### config.mk
export PLATFORM = sky130hd
export DESIGN_NAME = debounce_filter
export DESIGN_NICKNAME = d
export VERILOG_FILES = /design/src/rtl/debounce_filter.sv
export SDC_FILE = /design/constraint.sdc
export NUM_CORES = 1
export LEC_CHECK = 0
export BUFFER_PORTS_ARGS = -buffer_cell sky130_fd_sc_hd__buf_2
export CORE_MARGIN = 2
export CORE_UTILIZATION = 44
export CTS_CLUSTER_SIZE = 12
export DETAILED_ROUTE_END_ITERATION = 6
export SYNTH_ARGS = -nofsm -noshare
export SYNTH_HDL_FRONTEND = slang
export SYNTH_SLANG_ARGS = --single-unit
export TNS_END_PERCENT = 30
### constraint.sdc
create_clock -name clk -period 2.6 [get_ports clk]
set_input_delay 0.26 -clock clk [delete_from_list [all_inputs] [get_ports clk]]
set_output_delay 0.26 -clock clk [all_outputs]
set_load 0.03 [all_outputs]
### src/rtl/debounce_filter.sv
// Input conditioner: synchronises a raw asynchronous level and only passes
// changes that hold steady for STABLE_CYCLES samples; rejected changes are counted.
module debounce_filter #(
  parameter int SYNC_STAGES   = 2,
  parameter int STABLE_CYCLES = 16,
  parameter int GLITCH_W      = 8
) (
  input  logic                clk,
  input  logic                rst_n,
  input  logic                in,
  input  logic                clr_glitch,
  output logic                out,
  output logic                settling,
  output logic [GLITCH_W-1:0] glitch_cnt
);

  localparam int CNT_W = ($clog2(STABLE_CYCLES) < 1) ? 1 : $clog2(STABLE_CYCLES);
  localparam logic [CNT_W-1:0] CNT_LAST = CNT_W'(STABLE_CYCLES - 1);

  typedef enum logic [1:0] {
    STABLE_LO = 2'd0,
    ARM_HI    = 2'd1,
    STABLE_HI = 2'd2,
    ARM_LO    = 2'd3
  } state_t;

  generate
    if (SYNC_STAGES < 2) begin : g_bad_sync
      $error("debounce_filter: SYNC_STAGES must be at least 2");
    end
    if (STABLE_CYCLES < 2) begin : g_bad_stable
      $error("debounce_filter: STABLE_CYCLES must be at least 2");
    end
  endgenerate

  logic [SYNC_STAGES-1:0] sync_q;
  logic                   s;
  state_t                 state;
  logic [CNT_W-1:0]       cnt;
  logic                   glitch_evt;

  always_ff @(posedge clk or negedge rst_n) begin
    if (!rst_n) sync_q <= '0;
    else        sync_q <= {sync_q[SYNC_STAGES-2:0], in};
  end

  assign s = sync_q[SYNC_STAGES-1];

  // A candidate change that reverts before qualifying is a glitch.
  assign glitch_evt = ((state == ARM_HI) && !s) || ((state == ARM_LO) && s);

  // out/settling are registered alongside the state so they follow it exactly.
  always_ff @(posedge clk or negedge rst_n) begin
    if (!rst_n) begin
      state    <= STABLE_LO;
      cnt      <= '0;
      out      <= 1'b0;
      settling <= 1'b0;
    end else begin
      case (state)
        STABLE_LO: begin
          if (s) begin
            state    <= ARM_HI;
            cnt      <= CNT_W'(1);
            settling <= 1'b1;
          end
        end
        ARM_HI: begin
          if (!s) begin
            state    <= STABLE_LO;
            settling <= 1'b0;
          end else if (cnt == CNT_LAST) begin
            state    <= STABLE_HI;
            out      <= 1'b1;
            settling <= 1'b0;
          end else begin
            cnt <= cnt + CNT_W'(1);
          end
        end
        STABLE_HI: begin
          if (!s) begin
            state    <= ARM_LO;
            cnt      <= CNT_W'(1);
            settling <= 1'b1;
          end
        end
        ARM_LO: begin
          if (s) begin
            state    <= STABLE_HI;
            settling <= 1'b0;
          end else if (cnt == CNT_LAST) begin
            state    <= STABLE_LO;
            out      <= 1'b0;
            settling <= 1'b0;
          end else begin
            cnt <= cnt + CNT_W'(1);
          end
        end
        default: begin
          state    <= STABLE_LO;
          cnt      <= '0;
          out      <= 1'b0;
          settling <= 1'b0;
        end
      endcase
    end
  end

  // Clear takes priority over a coincident glitch; the count never wraps.
  always_ff @(posedge clk or negedge rst_n) begin
    if (!rst_n)                          glitch_cnt <= '0;
    else if (clr_glitch)                 glitch_cnt <= '0;
    else if (glitch_evt && !(&glitch_cnt)) glitch_cnt <= glitch_cnt + GLITCH_W'(1);
  end

endmodule

==> qor.txt, run 1 <==
Actual transition at the worst max-transition pin: 532.6 ps
Kind of critical path: reg -> reg
Synth unique cells: 30
Leakage: 0.4636 nW
Main flop type after synthesis: dfrtp_1
Input/output buffers: 13
Ant diodes: 0
Critical Path Sink Type: flip-flop
Min-Delay Startpoint: in
WP data required: 2830 ps
Layout Nets: 108
Layout Cells excl Fill: 128
Hold_buf cts: 1
Data arrival, critical path: 1850 ps
Vias: 684
Clk_lat worst skew: 300 ps
Multi-input combinational cell area: 412.9 µm²
RSZ-0062 raised after global routing: false
Initial core utilization: 45.96%
Final HPWL DP: 1178 µm
Register area: 450.4 µm²
Commonest non-fill, non-tap cells in the layout: 18 x dfrtp_1, 13 x buf_2, 9 x nor2_1, 8 x o21ai_0, 8 x nand2_1
GRT Overall Usage: 16.88%
Initial antenna violation count: 0
Share of cells above drive strength 1: 19.80%
Post-CTS Setup Inserts: 0
Slew margin rel.: 64.37%
Worst Reg-to-Reg Cells: 5
Commonest non-fill, non-tap cell in the layout: dfrtp_1
Worst hold endpoint: sync_q[0]$_DFF_PN0_
Max Cap Viol: 0
P per Cell Area: 685.0 mW/mm²
WL final: 1679 µm
Final clock skew: 2.114 ps
Placer Congestion: 0.7612
Vias/cell: 5.344
Largest stage delay, worst path: 440 ps
Routed Antenna Nets: 0
DP Cell Count: 123
Vias in the first global route: 688
Sum Neg Setup Slack: 0 ps
Bufs and invs on worst path: 0
Worst path depth: 5
Finished Cell Area: 0.001016 mm²
Average size of a mapped cell: 10.27 µm²
Reg2reg setup slack: 980 ps
F_max: 616.8 MHz
Hold depth: 1
Worst r2r dst: glitch_cnt[5]$_DFFE_PN0P_
Cell Area, Synth: 883.3 µm²
Die Width: 48.81 µm
CP max FO: 6
Slowest stage cell, crit path: dfrtp_1
Syn. warnings: 0
Root Driver: clkbuf_4
Syn nets: 92
Comb power frac: 21.8%
Minimum clock period: 1621 ps
Drc violations: 0
Crit-path cells: ha_1, nand3_1, o2111ai_2, or3_1, a21oi_1
Pins over their slew limit: 0
Status: completed
Post-synthesis cell count: 86
Worst vdd ir: 0.3730 mV
Die Ht: 48.81 µm
Startpoint types: flip-flop
Num CTS Buffers: 3
H-tree levels: 1
CTS Buffer Depth: 2
Number of synthesized flops with an enable pin: 0
Clock sink total: 18
Reg power frac: 52.8%
CTS tree: done
Clock slew at reported path FFs: 110 ps
Area of the core: 0.001922 mm²
Switching share of total power: 32.66%
Worst Hold Class: in -> reg
Die area: 0.002382 mm²
#FFs+latches synth: 18
First-pass GRT wire length: 3049 µm
Asr flop ratio synth: 100.0%
R2R Path Start: glitch_cnt[0]$_DFFE_PN0P_
GRT overflow: 0
Fin crit share: 62.36%
# IOs: 14
Final hold violation count: 0
Placed cell area: 969.7 µm²
Crit-path leading delay family: simple AND/OR/NAND/NOR gates
DR pass1 iterations: 4
Synth-to-Final Area Change: 15.01%
Initial DRC Count: 6
Num rows: 16
Resize count post-CTS: 0
Int Power: 0.4686 mW
Final setup viols: 0
Register area share after synthesis: 50.99%
Largest net degree at the start of global routing: 19
NetSw: 0.2273 mW
Clock group share of total power: 25.4%
# fillers: 196
Routed WL per cell: 13.12 µm
Yosys cell counts (2+ instances only):
cell | instances | area [µm²]
a21oi_1 | 5 | 25.02
and3_1 | 2 | 12.51
dfrtp_1 | 18 | 450.4
ha_1 | 2 | 25.02
inv_1 | 2 | 7.510
mux2i_1 | 5 | 50.05
nand2_1 | 8 | 30.03
nand3_1 | 4 | 20.02
nand4_1 | 3 | 18.77
nor2_1 | 9 | 33.78
o21ai_0 | 8 | 40.04
xor2_1 | 2 | 17.52
stage by stage:
step | total power [mW] | setup slack [ps] | hold slack [ps] | util (%)
3_5_place_dp | 0.5239 | 1006 | 216.0 | 50.46
4_1_cts | 0.7034 | 984.5 | 50.40 | 52.86
6_report | 0.6959 | 978.6 | 56.41 | 52.86
5_1_grt | 0.7484 | 834.8 | 32.95 | 52.86
2_1_floorplan | 0.4813 | 951.8 | -35.59 | -
3_3_place_gp | 0.5193 | 1059 | 217.5 | 50.46
kinds of logic after synthesis:
kind of cell             after synthesis  share of synthesized area (%)
adder cells (fa/ha/maj)                2                          2.832
XOR/XNOR                               4                          6.092
multiplexers                           6                          6.941
AND/OR/NAND/NOR                       32                          17.57
buffers and inverters                  5                          2.265
flip-flops                            18                          50.99
AO/OA/AOI/OAI                         19                          13.32
worst reg2reg max path, cell delays in order (launching register included):
cell       delay, ps
dfrtp_1          440
ha_1             230
nand3_1          200
o2111ai_2        160
or3_1            380
a21oi_1          140
worst max-delay path by stage:
stage / from / to
floorplan: glitch_cnt[0]$_DFFE_PN0P_ / glitch_cnt[5]$_DFFE_PN0P_
global placement: glitch_cnt[0]$_DFFE_PN0P_ / glitch_cnt[5]$_DFFE_PN0P_
detailed placement: glitch_cnt[0]$_DFFE_PN0P_ / glitch_cnt[5]$_DFFE_PN0P_
CTS: glitch_cnt[0]$_DFFE_PN0P_ / glitch_cnt[5]$_DFFE_PN0P_
global route: glitch_cnt[0]$_DFFE_PN0P_ / glitch_cnt[5]$_DFFE_PN0P_
finish: glitch_cnt[0]$_DFFE_PN0P_ / glitch_cnt[5]$_DFFE_PN0P_
state kept, by name, indices dropped and copies added (netlist names), named ones only:
signal,count
cnt,4
glitch_cnt,8
out,1
settling,1
state,1
sync_q,2
metal layers:
| layer | share of wire, % | GRT usage, % | routed length (µm) |
|---|---|---|---|
| met1 | 48 | 21.21 | 811 |
| met2 | 46 | 27.40 | 779 |
| met3 | 2.4 | 2.761 | 41 |
| met4 | 2.8 | 10.00 | 47 |
| met5 | 0 | 0 | 0 |
cell type report:
type,instances,share of cell area (%)
inverter,2,0.7389
tap,27,3.325
multi-input combinational,63,40.64
sequential,18,44.34
timing repair buffer,14,7.389
clock buffer,4,3.571
power groups by stage:
stage	Clock [mW]	Combinational, mW	Sequential (mW)
final	0.177	0.151	0.367
after global routing	0.198	0.174	0.377
after CTS	0.183	0.153	0.367
after detailed placement	0	0.151	0.373
after global placement	0	0.148	0.371
after floorplan	0	0.102	0.380
Note: power is estimated with default switching activity, not from simulation.
==> run 2: changes to the inputs <==
--- a/config.mk
+++ b/config.mk
@@ -5,11 +5,13 @@
 export SDC_FILE = /design/constraint.sdc
 export NUM_CORES = 1
 export LEC_CHECK = 0
+export ABC_AREA = 1
 export BUFFER_PORTS_ARGS = -buffer_cell sky130_fd_sc_hd__buf_2
 export CORE_MARGIN = 2
 export CORE_UTILIZATION = 44
 export CTS_CLUSTER_SIZE = 12
 export DETAILED_ROUTE_END_ITERATION = 6
+export PLACE_DENSITY = 0.67
 export SYNTH_ARGS = -nofsm -noshare
 export SYNTH_HDL_FRONTEND = slang
 export SYNTH_SLANG_ARGS = --single-unit
==> constraint.sdc (replaced) <==
create_clock -name clk -period 1.3 [get_ports clk]
set_input_delay 0.13 -clock clk [delete_from_list [all_inputs] [get_ports clk]]
set_output_delay 0.13 -clock clk [all_outputs]
set_load 0.03 [all_outputs]
==> run 2 against run 1 <==
Effect of this change:
- final cell count is 34% higher
- utilization rose by 6.4 points
- die area grew 7.4%
- critical endpoint is now glitch_cnt[6]$_DFFE_PN0P_
- non-clock buffer count increased by 5
- power rose by 75%
- hold slack gained 34 ps
- wire length increased by 15%
- first-iteration DRC count rose to 5.0 times the previous value
- via count grew 20%
- sequential power rose by 77%
- area after synthesis up 8.1%
==> qor.txt, run 2 <==
Routed WL per cell: 11.34 µm (-14%)
Synth unique cells: 21 (-30%)
Worst vdd ir: 0.6331 mV (+70%)
Vias/cell: 4.819 (-9.8%)
Largest register FFs: 8 (unchanged)
Routed Antenna Nets: 0 (unchanged)
Data arrival, critical path: 1460 ps (-390 ps)
Final setup viols: 0 (unchanged)
Final hold violation count: 0 (unchanged)
Reg2reg setup slack: 30 ps (-950 ps)
RSZ-0062 raised after global routing: true
Sum Neg Setup Slack: 0 ps (unchanged)
Actual transition at the worst max-transition pin: 407.6 ps (-125.0 ps)
GRT Overall Usage: 16.83% (-0.041 points)
Slew margin rel.: 72.83% (+8.5 points)
H-tree levels: 1 (unchanged)
CTS Buffer Depth: 2 (unchanged)
Highest routed layer: met4
First-pass GRT wire length: 3256 µm (+6.8%)
Leading post-synthesis cells by cell area: dfrtp_1 47%, nand2_1 16%, nand3_1 5.8%, inv_1 3.9%, o21ai_1 3.1%
Top-area cell type share of the netlist area: 47.18% (-3.8 points)
Die area: 0.002558 mm² (+7.4%)
Average size of a mapped cell: 7.890 µm² (-23%)
Top Registers: glitch_cnt: 8 flops, cnt: 4 flops, sync_q: 2 flops
# IOs: 14 (unchanged)
Die Width: 50.58 µm (+3.6%)
Commonest non-fill, non-tap cell in the layout: nand2_1
DR pass1 iterations: 4 (unchanged)
Commonest non-fill, non-tap cells in the layout: 39 x nand2_1, 16 x dfrtp_1, 13 x buf_2, 10 x inv_1, 10 x nand3_1
Drc violations: 0 (unchanged)
Final core occ: 59.31% (+6.4 points)
Startpoint types: flip-flop
Clock sink total: 18 (unchanged)
Die Ht: 50.58 µm (+3.6%)
Vias: 824 (+20%)
Input/output buffers: 13 (unchanged)
Minimum clock period: 1269 ps (-352.2 ps)
Leakage: 0.6058 nW (+31%)
Kind of critical path: reg -> reg
F_max: 787.9 MHz (+28%)
Most frequent cells after synthesis: 40 x nand2_1, 18 x dfrtp_1, 11 x nand3_1
CP max FO: 7 (+1)
Setup WS pre-CTS: 17.17 ps (-989.1 ps)
Layout Nets: 151 (+40%)
Ant diodes: 0 (unchanged)
Clk_lat worst skew: 300 ps (about the same)
Cell Area, Synth: 954.7 µm² (+8.1%)
Num CTS Buffers: 3 (unchanged)
#FFs+latches synth: 18 (unchanged)
Root Driver: clkbuf_4
Post-synthesis cell count: 121 (+41%)
Placed cell area: 0.001084 mm² (+12%)
Number of synthesized flops with an enable pin: 0 (unchanged)
Worst Hold Class: in -> reg
Final clock skew: 8.158 ps (+6.044 ps)
Fin crit share: 97.63% (+35 points)
WHS: 90.24 ps (+33.83 ps)
Setup ws final: 30.77 ps (-947.8 ps)
WL final: 1939 µm (+15%)
Asr flop ratio synth: 100.0% (unchanged)
Syn. warnings: 0 (unchanged)
Initial antenna violation count: 0 (unchanged)
Finished Cell Area: 0.001187 mm² (+17%)
P per Cell Area: 1023 mW/mm² (+49%)
Most flop-heavy register: glitch_cnt
Num rows: 16 (unchanged)
Biggest area consumer among synthesized cells: dfrtp_1
Vias in the first global route: 723 (+5.1%)
Share of cells above drive strength 1: 27.78% (+8.0 points)
Critical Path Sink Type: flip-flop
# fillers: 181 (-7.7%)
Syn nets: 127 (+38%)
Final HPWL DP: 1409 µm (+20%)
Initial DRC Count: 30 (+24)
GRT overflow: 0 (unchanged)
WP data required: 1490 ps (-1340 ps)
Pins over their slew limit: 0 (unchanged)
Area of the core: 0.002002 mm² (+4.2%)
DR WL met3: 94 µm (+130%)
Main flop type after synthesis: dfrtp_1
Largest net degree at the start of global routing: 19 (unchanged)
Synth-to-Final Area Change: 24.38%
Status: completed
Max Cap Viol: 0 (unchanged)
Clock slew at reported path FFs: 110 ps (about the same)
Register area share after synthesis: 47.18% (-3.8 points)
Cell with the most instances after synthesis: nand2_1
M1 wire length: 955 µm (+18%)
Metal2 WL: 875 µm (+12%)
Placer Congestion: 0.9277 (+22%)
Initial core utilization: 47.69% (+1.7 points)
CTS tree: done
-- run 2: changes by cell type after synthesis, moves of 2 or more --
cell,previous run,this run
nand2_1,8,40
inv_1,2,10
nand3_1,4,11
o21ai_1,0,6
mux2i_1,5,0
a21oi_1,5,2
inv_2,0,3
o21ai_0,8,5
and3_1,2,0
nand2_2,0,2
nand3_2,0,2
nor2_2,0,2
-- run 2: logic make-up after synthesis --
logic type / after synthesis / synth area share [%]
AOI/OAI and AO/OA: 15 / 8.257
xor gates and xnor gates: 2 / 1.835
DFF: 18 / 47.18
and+or+nand+nor: 69 / 32.50
buffers and inverters: 15 / 7.603
adders and majority gates: 2 / 2.621
-- run 2: final timing paths --
kind / from / end / depth (start not counted)
worst max-delay path: glitch_cnt[1]$_DFFE_PN0P_ / glitch_cnt[6]$_DFFE_PN0P_ / 9
worst min-delay path: clr_glitch / glitch_cnt[4]$_DFFE_PN0P_ / 4
worst max register to register: glitch_cnt[1]$_DFFE_PN0P_ / glitch_cnt[6]$_DFFE_PN0P_ / 9
worst min register to register: sync_q[0]$_DFF_PN0_ / sync_q[1]$_DFF_PN0_ / 0
max in group asynchronous: rst_n / glitch_cnt[1]$_DFFE_PN0P_ / 2
min in group asynchronous: rst_n / out$_DFFE_PN0P_ / 2
-- run 2: area by class of cell --
type,count,area [µm²],area share [%]
clock buffers,4,36.28,3.056
inverters,15,72.57,6.112
multi-input cells,88,476.7,40.15
flip-flops and latches,18,452.9,38.15
well taps,27,33.78,2.845
repair buffers,19,115.1,9.694
-- run 2: repair_timing --
| action | in CTS | in global routing |
|---|---|---|
| resized for setup | 0 | 7 |
| buffers inserted | 0 | 2 |
| hold buffers | 2 | 0 |
| endpoints found under the setup margin | 0 | 14 |
| hold endpoints to repair | 19 | 0 |
-- run 2: layer usage --
layer / GRT usage [%] / up-vias
li1: - / 438
met5: 0 / -
met4: 4.955 / 0
met1: 24.91 / 368
met3: 4.464 / 2
met2: 23.90 / 16
-- run 2: stage by stage --
step | power (mW) | std cells
3_3_place_gp | 0.8368 | 163
5_1_grt | 1.277 | 171
2_1_floorplan | 0.7667 | 121
6_report | 1.215 | 171
3_5_place_dp | 0.8419 | 163
4_1_cts | 1.200 | 169
-- run 2: critical path: stages, from the launching register on --
cell and delay, ps:
dfrtp_2 460, ha_4 180, nand2_4 70, nor2_2 40, nand2_1 70, nand2_2 80
nand2_4 110, inv_4 50, nand2_1 50, nand2_1 50
-- run 2: report_power, final --
group	internal, mW	total, mW	switching [mW]
clock network	0.171	0.355	0.184
registers	0.599	0.648	0.0489
logic	0.0979	0.212	0.115
total	0.867	1.22	0.348
